[src/rtl/dcache_wt_if.sv]
// dcache_wt_if: the bus bundle around the write-through data cache.
//   Pipeline side : MemRead, MemWrite, Address, WriteData -> ReadData, Stall
//   Memory side   : MemAddr, MemWData, MemRE, MemWE      <- MemRData, MemReady
//   Statistics    : HitCount, MissCount
// Modports: slave  = the cache itself
//           master = the environment (pipeline + data memory)
//
// Handshake: a memory request is MemRE or MemWE held high (never both) with
// MemAddr/MemWData stable until the memory answers with a one-cycle MemReady
// pulse; the request is consumed on the rising edge where MemReady=1 (read
// data sampled from MemRData on that edge). MemReady outside a request is
// ignored. On the pipeline side, a load/store is complete on the rising edge
// where Stall=0 while it is asserted.
interface dcache_wt_if;
  logic        MemRead;
  logic        MemWrite;
  logic [31:0] Address;
  logic [31:0] WriteData;
  logic [31:0] ReadData;
  logic        Stall;
  logic [31:0] MemAddr;
  logic [31:0] MemWData;
  logic        MemRE;
  logic        MemWE;
  logic [31:0] MemRData;
  logic        MemReady;
  logic [31:0] HitCount;
  logic [31:0] MissCount;

  modport slave (
    input  MemRead, MemWrite, Address, WriteData, MemRData, MemReady,
    output ReadData, Stall, MemAddr, MemWData, MemRE, MemWE, HitCount, MissCount
  );

  modport master (
    output MemRead, MemWrite, Address, WriteData, MemRData, MemReady,
    input  ReadData, Stall, MemAddr, MemWData, MemRE, MemWE, HitCount, MissCount
  );
endinterface

[src/rtl/dcache_wt.sv]
// dcache_wt: direct-mapped, write-through, no-write-allocate data cache.
//   Read hits return data combinationally; a read miss stalls and fills a
//   4-word line; every store is forwarded to memory and stalls until acked.
// Ports:
//   CLK          clock, rising edge
//   RST          asynchronous active-high reset
//   bus          dcache_wt_if.slave (pipeline, memory and counter signals)
//   o_dbg_state  current FSM state (0=IDLE, 1=FILL, 2=WRITE)
module dcache_wt #(
  parameter int INDEX_BITS = 3
) (
  input  logic       CLK,
  input  logic       RST,
  dcache_wt_if.slave bus,
  output logic [1:0] o_dbg_state
);
  localparam int LINES = 1 << INDEX_BITS;
  localparam int TAG_W = 28 - INDEX_BITS;

  typedef enum logic [1:0] {
    S_IDLE  = 2'd0,
    S_FILL  = 2'd1,
    S_WRITE = 2'd2
  } state_t;

  state_t            r_state;
  logic [LINES-1:0]  r_valid;
  logic [TAG_W-1:0]  r_tag  [LINES];
  logic [31:0]       r_data [LINES][4];
  logic [31:0]       r_mem_addr;
  logic [31:0]       r_mem_wdata;
  logic [1:0]        r_cnt;
  logic              r_mem_re;
  logic              r_mem_we;
  logic [31:0]       r_hit_cnt;
  logic [31:0]       r_miss_cnt;

  // Pipeline-side lookup.
  logic [1:0]            w_off;
  logic [INDEX_BITS-1:0] w_idx;
  logic [TAG_W-1:0]      w_tag;
  logic                  w_hit;
  // Lookup of the latched request address (fill target / store address).
  logic [1:0]            w_roff;
  logic [INDEX_BITS-1:0] w_ridx;
  logic [TAG_W-1:0]      w_rtag;
  logic                  w_rhit;
  logic                  w_ld_req;
  logic                  w_st_req;
  logic                  w_fill_ack;
  logic                  w_wr_ack;
  logic                  w_stall;
  logic                  w_unused;

  assign w_off  = bus.Address[3:2];
  assign w_idx  = bus.Address[INDEX_BITS+3:4];
  assign w_tag  = bus.Address[31:INDEX_BITS+4];
  assign w_hit  = r_valid[w_idx] && (r_tag[w_idx] == w_tag);

  assign w_roff = r_mem_addr[3:2];
  assign w_ridx = r_mem_addr[INDEX_BITS+3:4];
  assign w_rtag = r_mem_addr[31:INDEX_BITS+4];
  assign w_rhit = r_valid[w_ridx] && (r_tag[w_ridx] == w_rtag);

  // A simultaneous load+store is handled purely as a store.
  assign w_st_req   = bus.MemWrite;
  assign w_ld_req   = bus.MemRead && !bus.MemWrite;
  assign w_fill_ack = (r_state == S_FILL)  && bus.MemReady;
  assign w_wr_ack   = (r_state == S_WRITE) && bus.MemReady;

  // Byte-offset bits carry no information for a word cache.
  assign w_unused = &{1'b0, bus.Address[1:0]};

  always_comb begin
    w_stall = 1'b0;
    case (r_state)
      S_IDLE:  w_stall = (w_ld_req && !w_hit) || w_st_req;
      S_FILL:  w_stall = 1'b1;
      // The store retires on the edge where memory acknowledges it.
      S_WRITE: w_stall = !bus.MemReady;
      default: w_stall = 1'b0;
    endcase
    // Reset releases the pipeline immediately, even with a request held.
    if (RST) w_stall = 1'b0;
  end

  assign bus.Stall     = w_stall;
  assign bus.ReadData  = (!RST && r_state == S_IDLE && bus.MemRead && w_hit)
                         ? r_data[w_idx][w_off] : 32'd0;
  assign bus.MemAddr   = r_mem_addr;
  assign bus.MemWData  = r_mem_wdata;
  assign bus.MemRE     = r_mem_re;
  assign bus.MemWE     = r_mem_we;
  assign bus.HitCount  = r_hit_cnt;
  assign bus.MissCount = r_miss_cnt;
  assign o_dbg_state   = r_state;

  // Control FSM with registered memory-request outputs.
  always_ff @(posedge CLK or posedge RST) begin
    if (RST) begin
      r_state     <= S_IDLE;
      r_valid     <= '0;
      r_cnt       <= 2'd0;
      r_mem_re    <= 1'b0;
      r_mem_we    <= 1'b0;
      r_mem_addr  <= 32'd0;
      r_mem_wdata <= 32'd0;
      r_hit_cnt   <= 32'd0;
      r_miss_cnt  <= 32'd0;
    end else begin
      case (r_state)
        S_IDLE: begin
          if (w_st_req) begin
            r_mem_addr  <= {bus.Address[31:2], 2'b00};
            r_mem_wdata <= bus.WriteData;
            r_mem_we    <= 1'b1;
            r_state     <= S_WRITE;
          end else if (w_ld_req) begin
            if (w_hit) begin
              r_hit_cnt <= r_hit_cnt + 32'd1;
            end else begin
              r_miss_cnt     <= r_miss_cnt + 32'd1;
              r_mem_addr     <= {bus.Address[31:4], 4'b0000};
              r_cnt          <= 2'd0;
              // The victim line is invalid while it is being overwritten,
              // so an aborted fill never leaves a half-updated valid line.
              r_valid[w_idx] <= 1'b0;
              r_mem_re       <= 1'b1;
              r_state        <= S_FILL;
            end
          end
        end
        S_FILL: begin
          if (bus.MemReady) begin
            r_cnt           <= r_cnt + 2'd1;
            // Word offset of the next request tracks the fill counter.
            r_mem_addr[3:2] <= r_cnt + 2'd1;
            if (r_cnt == 2'd3) begin
              r_valid[w_ridx] <= 1'b1;
              r_mem_re        <= 1'b0;
              r_state         <= S_IDLE;
            end
          end
        end
        S_WRITE: begin
          if (bus.MemReady) begin
            r_mem_we <= 1'b0;
            r_state  <= S_IDLE;
          end
        end
        default: r_state <= S_IDLE;
      endcase
    end
  end

  // Tag/data storage, deliberately without reset.
  always_ff @(posedge CLK) begin
    if (w_fill_ack) begin
      r_data[w_ridx][r_cnt] <= bus.MemRData;
      if (r_cnt == 2'd3) r_tag[w_ridx] <= w_rtag;
    end else if (w_wr_ack && w_rhit) begin
      // Write-through update of a cached word; store misses do not allocate.
      r_data[w_ridx][w_roff] <= r_mem_wdata;
    end
  end
endmodule
[src/flat_wrapper.sv]
// flat-port wrapper written by rule: the top's interface ports become plain ports
module dcache_wt_flat 
#(
  parameter int INDEX_BITS = 3
)
  (CLK, RST, o_dbg_state, bus_MemRead, bus_MemWrite, bus_Address, bus_WriteData, bus_MemRData, bus_MemReady, bus_ReadData, bus_Stall, bus_MemAddr, bus_MemWData, bus_MemRE, bus_MemWE, bus_HitCount, bus_MissCount);
  dcache_wt_if bus_i ();
  input  logic CLK;
  input  logic RST;
  output logic [1:0] o_dbg_state;
  input wire logic [$bits(bus_i.MemRead)-1:0] bus_MemRead;
  input wire logic [$bits(bus_i.MemWrite)-1:0] bus_MemWrite;
  input wire logic [$bits(bus_i.Address)-1:0] bus_Address;
  input wire logic [$bits(bus_i.WriteData)-1:0] bus_WriteData;
  input wire logic [$bits(bus_i.MemRData)-1:0] bus_MemRData;
  input wire logic [$bits(bus_i.MemReady)-1:0] bus_MemReady;
  output wire logic [$bits(bus_i.ReadData)-1:0] bus_ReadData;
  output wire logic [$bits(bus_i.Stall)-1:0] bus_Stall;
  output wire logic [$bits(bus_i.MemAddr)-1:0] bus_MemAddr;
  output wire logic [$bits(bus_i.MemWData)-1:0] bus_MemWData;
  output wire logic [$bits(bus_i.MemRE)-1:0] bus_MemRE;
  output wire logic [$bits(bus_i.MemWE)-1:0] bus_MemWE;
  output wire logic [$bits(bus_i.HitCount)-1:0] bus_HitCount;
  output wire logic [$bits(bus_i.MissCount)-1:0] bus_MissCount;
  assign bus_i.MemRead = bus_MemRead;
  assign bus_i.MemWrite = bus_MemWrite;
  assign bus_i.Address = bus_Address;
  assign bus_i.WriteData = bus_WriteData;
  assign bus_i.MemRData = bus_MemRData;
  assign bus_i.MemReady = bus_MemReady;
  assign bus_ReadData = bus_i.ReadData;
  assign bus_Stall = bus_i.Stall;
  assign bus_MemAddr = bus_i.MemAddr;
  assign bus_MemWData = bus_i.MemWData;
  assign bus_MemRE = bus_i.MemRE;
  assign bus_MemWE = bus_i.MemWE;
  assign bus_HitCount = bus_i.HitCount;
  assign bus_MissCount = bus_i.MissCount;
  dcache_wt #(.INDEX_BITS(INDEX_BITS)) u_core (.CLK(CLK), .RST(RST), .bus(bus_i), .o_dbg_state(o_dbg_state));
endmodule
[config.mk]
export PLATFORM = sky130hd
export DESIGN_NAME = dcache_wt_flat
export DESIGN_NICKNAME = d
export VERILOG_FILES = /design/src/rtl/dcache_wt_if.sv /design/src/rtl/dcache_wt.sv /design/src/flat_wrapper.sv
export SDC_FILE = /design/constraint.sdc
export NUM_CORES = 2
export LEC_CHECK = 0
export ABC_AREA = 1
export CAP_MARGIN = 20
export CORE_UTILIZATION = 55
export CTS_CLUSTER_DIAMETER = 150
export DETAILED_ROUTE_END_ITERATION = 8
export PLACE_DENSITY_LB_ADDON = 0.05
export SETUP_SLACK_MARGIN = 0.2
export SYNTH_ARGS = -nofsm -noshare
export SYNTH_HDL_FRONTEND = slang
export SYNTH_SLANG_ARGS = --single-unit
[constraint.sdc]
create_clock -name CLK -period 8 [get_ports CLK]
set_input_delay 2 -clock CLK [delete_from_list [all_inputs] [get_ports CLK]]
set_output_delay 2 -clock CLK [all_outputs]
set_load 0.03 [all_outputs]
==> results.toml <==
[timing]
max_freq_mhz = 131
min_period_ps = 7650
whs_ps = 488
relSlewSlack_pct = 19.9
tns_ps = 0
fin_crit_sh_pct = 95.6
worst_clock_skew_ps = 17.9
rsz0062_at_grt = "no"
max_slew.worst_pin.slew_ps = 1200
hold_viol_final = 0
slew_violations = 0
setup_slack_ps = 355
setup_violations = 0

[die]
die_h_um = 326
start_util_pct = 55.6
die_area_um2 = 106000
io_pins = 266
num_rows = 118
core_um2 = 104000
dieWidth_um = 326

[clock_tree]
numCtsBuffers = 141
hold_buffers = 0
clkLatencyLatePin_ps = 760
cts_setup_buffers = 0
htree_levels = 4
cts_tree = "built"
clkSlewWorstSetupHoldPaths_ps = 70
clockRootBuffer = "clkbuf_16"
clock-sinks = 1364
cts_buffer_depth = 3

[global_route]
grt_max_degree = 106
grt_overflow = 0
grt_pass1_vias = 39600
grt_first_pass_wirelength_mm = 260
antenna_found_initial = 8
grt_usage_pct = 33.4

[finish]
fillerInstances = 7972
nets = 5407
area_growth_pct = 16.9
drive_above_1_share_pct = 9.76

[route]
first_pass_iters = 6
drc = 0
drt_iter0_markers = 4773
top_layer_used = "met5"
met3_wirelength_mm = 17.1
wire_per_inst_um = 26.5
met1_length_mm = 69.0
route.vias.total = 41700
dr_wl_met2_mm = 84.5
drtAntennaViolNets = 0
totalWireLength_mm = 180
viasPerCell = 6.13

[critical_path]
r2r-end = "u_core.r_data[6][124]"
regToRegSetupSlack_ps = 2210
end_kind = "output port"
setup.worst_path.class = "input port to output port"
required_ps = 6000
r2r_start = "u_core.bus.MemAddr[5]"
cp-start-kind = "input port"
path_max_fanout = 28
rr_worst_depth = 18
cp.arrival_ps = 5650

[power_and_ir_drop]
power.density_nw_per_um2 = 272
p_leak_nw = 24.7
irDropWorstVdd_mv = 0.207

[synthesis]
synth_top_family_by_area = "simple AND/OR/NAND/NOR gates"
async_flop_share_pct = 10.3
ys_types = 53
ys_seq_elements = 1364
seq_area_frac_synth_pct = 69.8
synth_compound_gate_area_share_pct = 10.0
synth_xor_area_share_pct = 0.774
syn_inst = 4991
syn_area_um2 = 57700
synth_edf_count = 1224
postSynthAreaPerCell_um2 = 11.6
synthAdderAreaFrac_pct = 0.130
ys.flop_type = "edfxtp_1"
synthMuxAreaShare_pct = 0.0867
synth-warning-count = 0
synthSimpleGateAreaFrac_pct = 14.5

[placed_design]
port_buffers = 261
dpl.hpwl_mm = 113
pre_cts_slack_ps = 389
routabilityCongestion = 0.921

[outcome]
status = "complete, no violations"

[hold_path]
holdPathEnd = "u_core.bus.MemWE"
hold_class = "register to register"
hold_path_depth = 2
worstHoldStart = "u_core.bus.MemWE"

[flow_run]
cap_violations = 0
report_power, final:
group / leakage, nW / switching (mW) / internal, mW
clock network: 2.13 / 2.75 / 3.54
logic: 9.87 / 2.50 / 0.984
registers: 12.7 / 0.398 / 8.17
total: 24.7 / 5.64 / 12.7
cells in the final DEF (no fill, tap or decap), types with 47 or more instances in the layout:
| master | instances |
|---|---|
| edfxtp_1 | 1224 |
| nand2_1 | 1139 |
| inv_1 | 356 |
| o22ai_1 | 314 |
| nor2_1 | 304 |
| o21ai_0 | 283 |
| clkdlybuf4s50_1 | 227 |
| buf_4 | 159 |
| nand3_1 | 148 |
| clkbuf_16 | 144 |
| dfrtp_1 | 137 |
| nand4_1 | 130 |
| nor3_1 | 111 |
| o21ai_1 | 96 |
| a21oi_1 | 56 |
| buf_12 | 50 |
| nor4_1 | 47 |
critical path: stages:
cell,delay [ps]
clkdlybuf4s50_1,720
nand2_2,120
inv_2,260
buf_12,190
nand2_1,60
o21ai_1,190
nor2_1,60
nand2_1,110
and2_1,160
nand4_1,110
nor2_1,140
nand2_1,70
nor2_1,320
nand4_1,250
buf_12,250
a21oi_1,400
buf_12,180
cell families after synthesis:
group | count (synthesis)
adders and majority gates | 6
AOI/OAI and AO/OA | 957
buffers and inverters | 649
and+or+nand+nor | 1958
DFF | 1364
other | 1
muxes | 5
xor gates and xnor gates | 51
per-stage QoR:
stage	cell area [um2]	util [%]	total power [mW]	cells
6_report	67500	65.0	18.3	6793
3_3_place_gp	63000	60.7	12.1	6533
3_5_place_dp	63100	60.8	12.1	6534
2_1_floorplan	57700	-	10.6	4992
4_1_cts	67400	65.0	18.3	6788
5_1_grt	67500	65.0	18.9	6791
area by class of cell:
class | count | area [um2] | area share (%)
antenna | 2 | 5.00 | 0.00742
clock buffer | 182 | 3780 | 5.60
clock inverter | 72 | 588 | 0.871
inverter | 374 | 1430 | 2.11
multi-input combinational | 2979 | 15200 | 22.5
sequential | 1364 | 40300 | 59.7
tap | 1380 | 1730 | 2.56
timing repair buffer | 440 | 4510 | 6.69
state kept, by name, indices dropped and copies added, names as in the netlist:
| register | flops |
|---|---|
| u_core.r_data | 1024 |
| u_core.r_tag | 200 |
| u_core.bus.HitCount | 32 |
| u_core.bus.MemWData | 32 |
| u_core.bus.MissCount | 32 |
| u_core.bus.MemAddr | 30 |
| u_core.r_valid | 8 |
| u_core.o_dbg_state | 2 |
| u_core.r_cnt | 2 |
| u_core.bus.MemRE | 1 |
| u_core.bus.MemWE | 1 |
layer usage:
layer  vias up  GRT usage, %
met5         -             0
met4        10          16.5
met3       411          6.17
met2      2251          53.3
met1     20400          44.3
li1      18600             -
what timing repair did:
item                                    4_1_cts  5_1_grt
endpoints found under the hold margin         0        0
gates resized for setup                       0        3
endpoints found under the setup margin        0        3
Yosys cell counts (3+ instances only):
| library cell | count | area share, % |
|---|---|---|
| edfxtp_1 | 1224 | 64 |
| nor2_1 | 312 | 2.0 |
| buf_6 | 17 | 0.33 |
| xnor2_1 | 10 | 0.15 |
| mux2i_1 | 5 | 0.087 |
| nand3_2 | 5 | 0.087 |
| a221oi_1 | 3 | 0.046 |
| o221ai_1 | 44 | 0.67 |
| clkbuf_1 | 136 | 0.88 |
| o22ai_1 | 314 | 3.4 |
| o211ai_1 | 29 | 0.38 |
| o41ai_1 | 7 | 0.11 |
| nor2_2 | 3 | 0.033 |
| a21oi_1 | 91 | 0.79 |
| o21bai_1 | 4 | 0.052 |
| nand4_1 | 130 | 1.4 |
| dfrtp_1 | 140 | 6.1 |
| nor2_4 | 5 | 0.098 |
| nor4_1 | 47 | 0.51 |
| buf_2 | 65 | 0.56 |
| nand2_2 | 6 | 0.065 |
| nand3b_1 | 9 | 0.12 |
| o31ai_1 | 3 | 0.039 |
| buf_1 | 33 | 0.21 |
| nand3_1 | 150 | 1.3 |
| buf_4 | 23 | 0.30 |
| o2111ai_1 | 24 | 0.36 |
| xor2_1 | 41 | 0.62 |
| nor3_1 | 111 | 0.96 |
| o21ai_0 | 283 | 2.5 |
| o22a_1 | 46 | 0.70 |
| o21ai_1 | 96 | 0.83 |
| ha_1 | 6 | 0.13 |
| o21bai_2 | 4 | 0.078 |
| or2_2 | 32 | 0.35 |
| inv_1 | 357 | 2.3 |
| inv_2 | 13 | 0.085 |
| a22oi_1 | 4 | 0.052 |
| nand2_1 | 1143 | 7.4 |
| clkinv_1 | 3 | 0.020 |
how the worst max path moves through the flow:
stage                         from                to  slack [ps]
finish              bus_Address[6]  bus_ReadData[16]         350
global route        bus_Address[6]  bus_ReadData[16]         230
CTS                 bus_Address[6]  bus_ReadData[13]         390
detailed placement  bus_Address[6]  bus_ReadData[13]         390
global placement    bus_Address[6]  bus_ReadData[13]         380
floorplan                      RST  bus_ReadData[15]         910
Note: power is estimated with default switching activity, not from simulation.
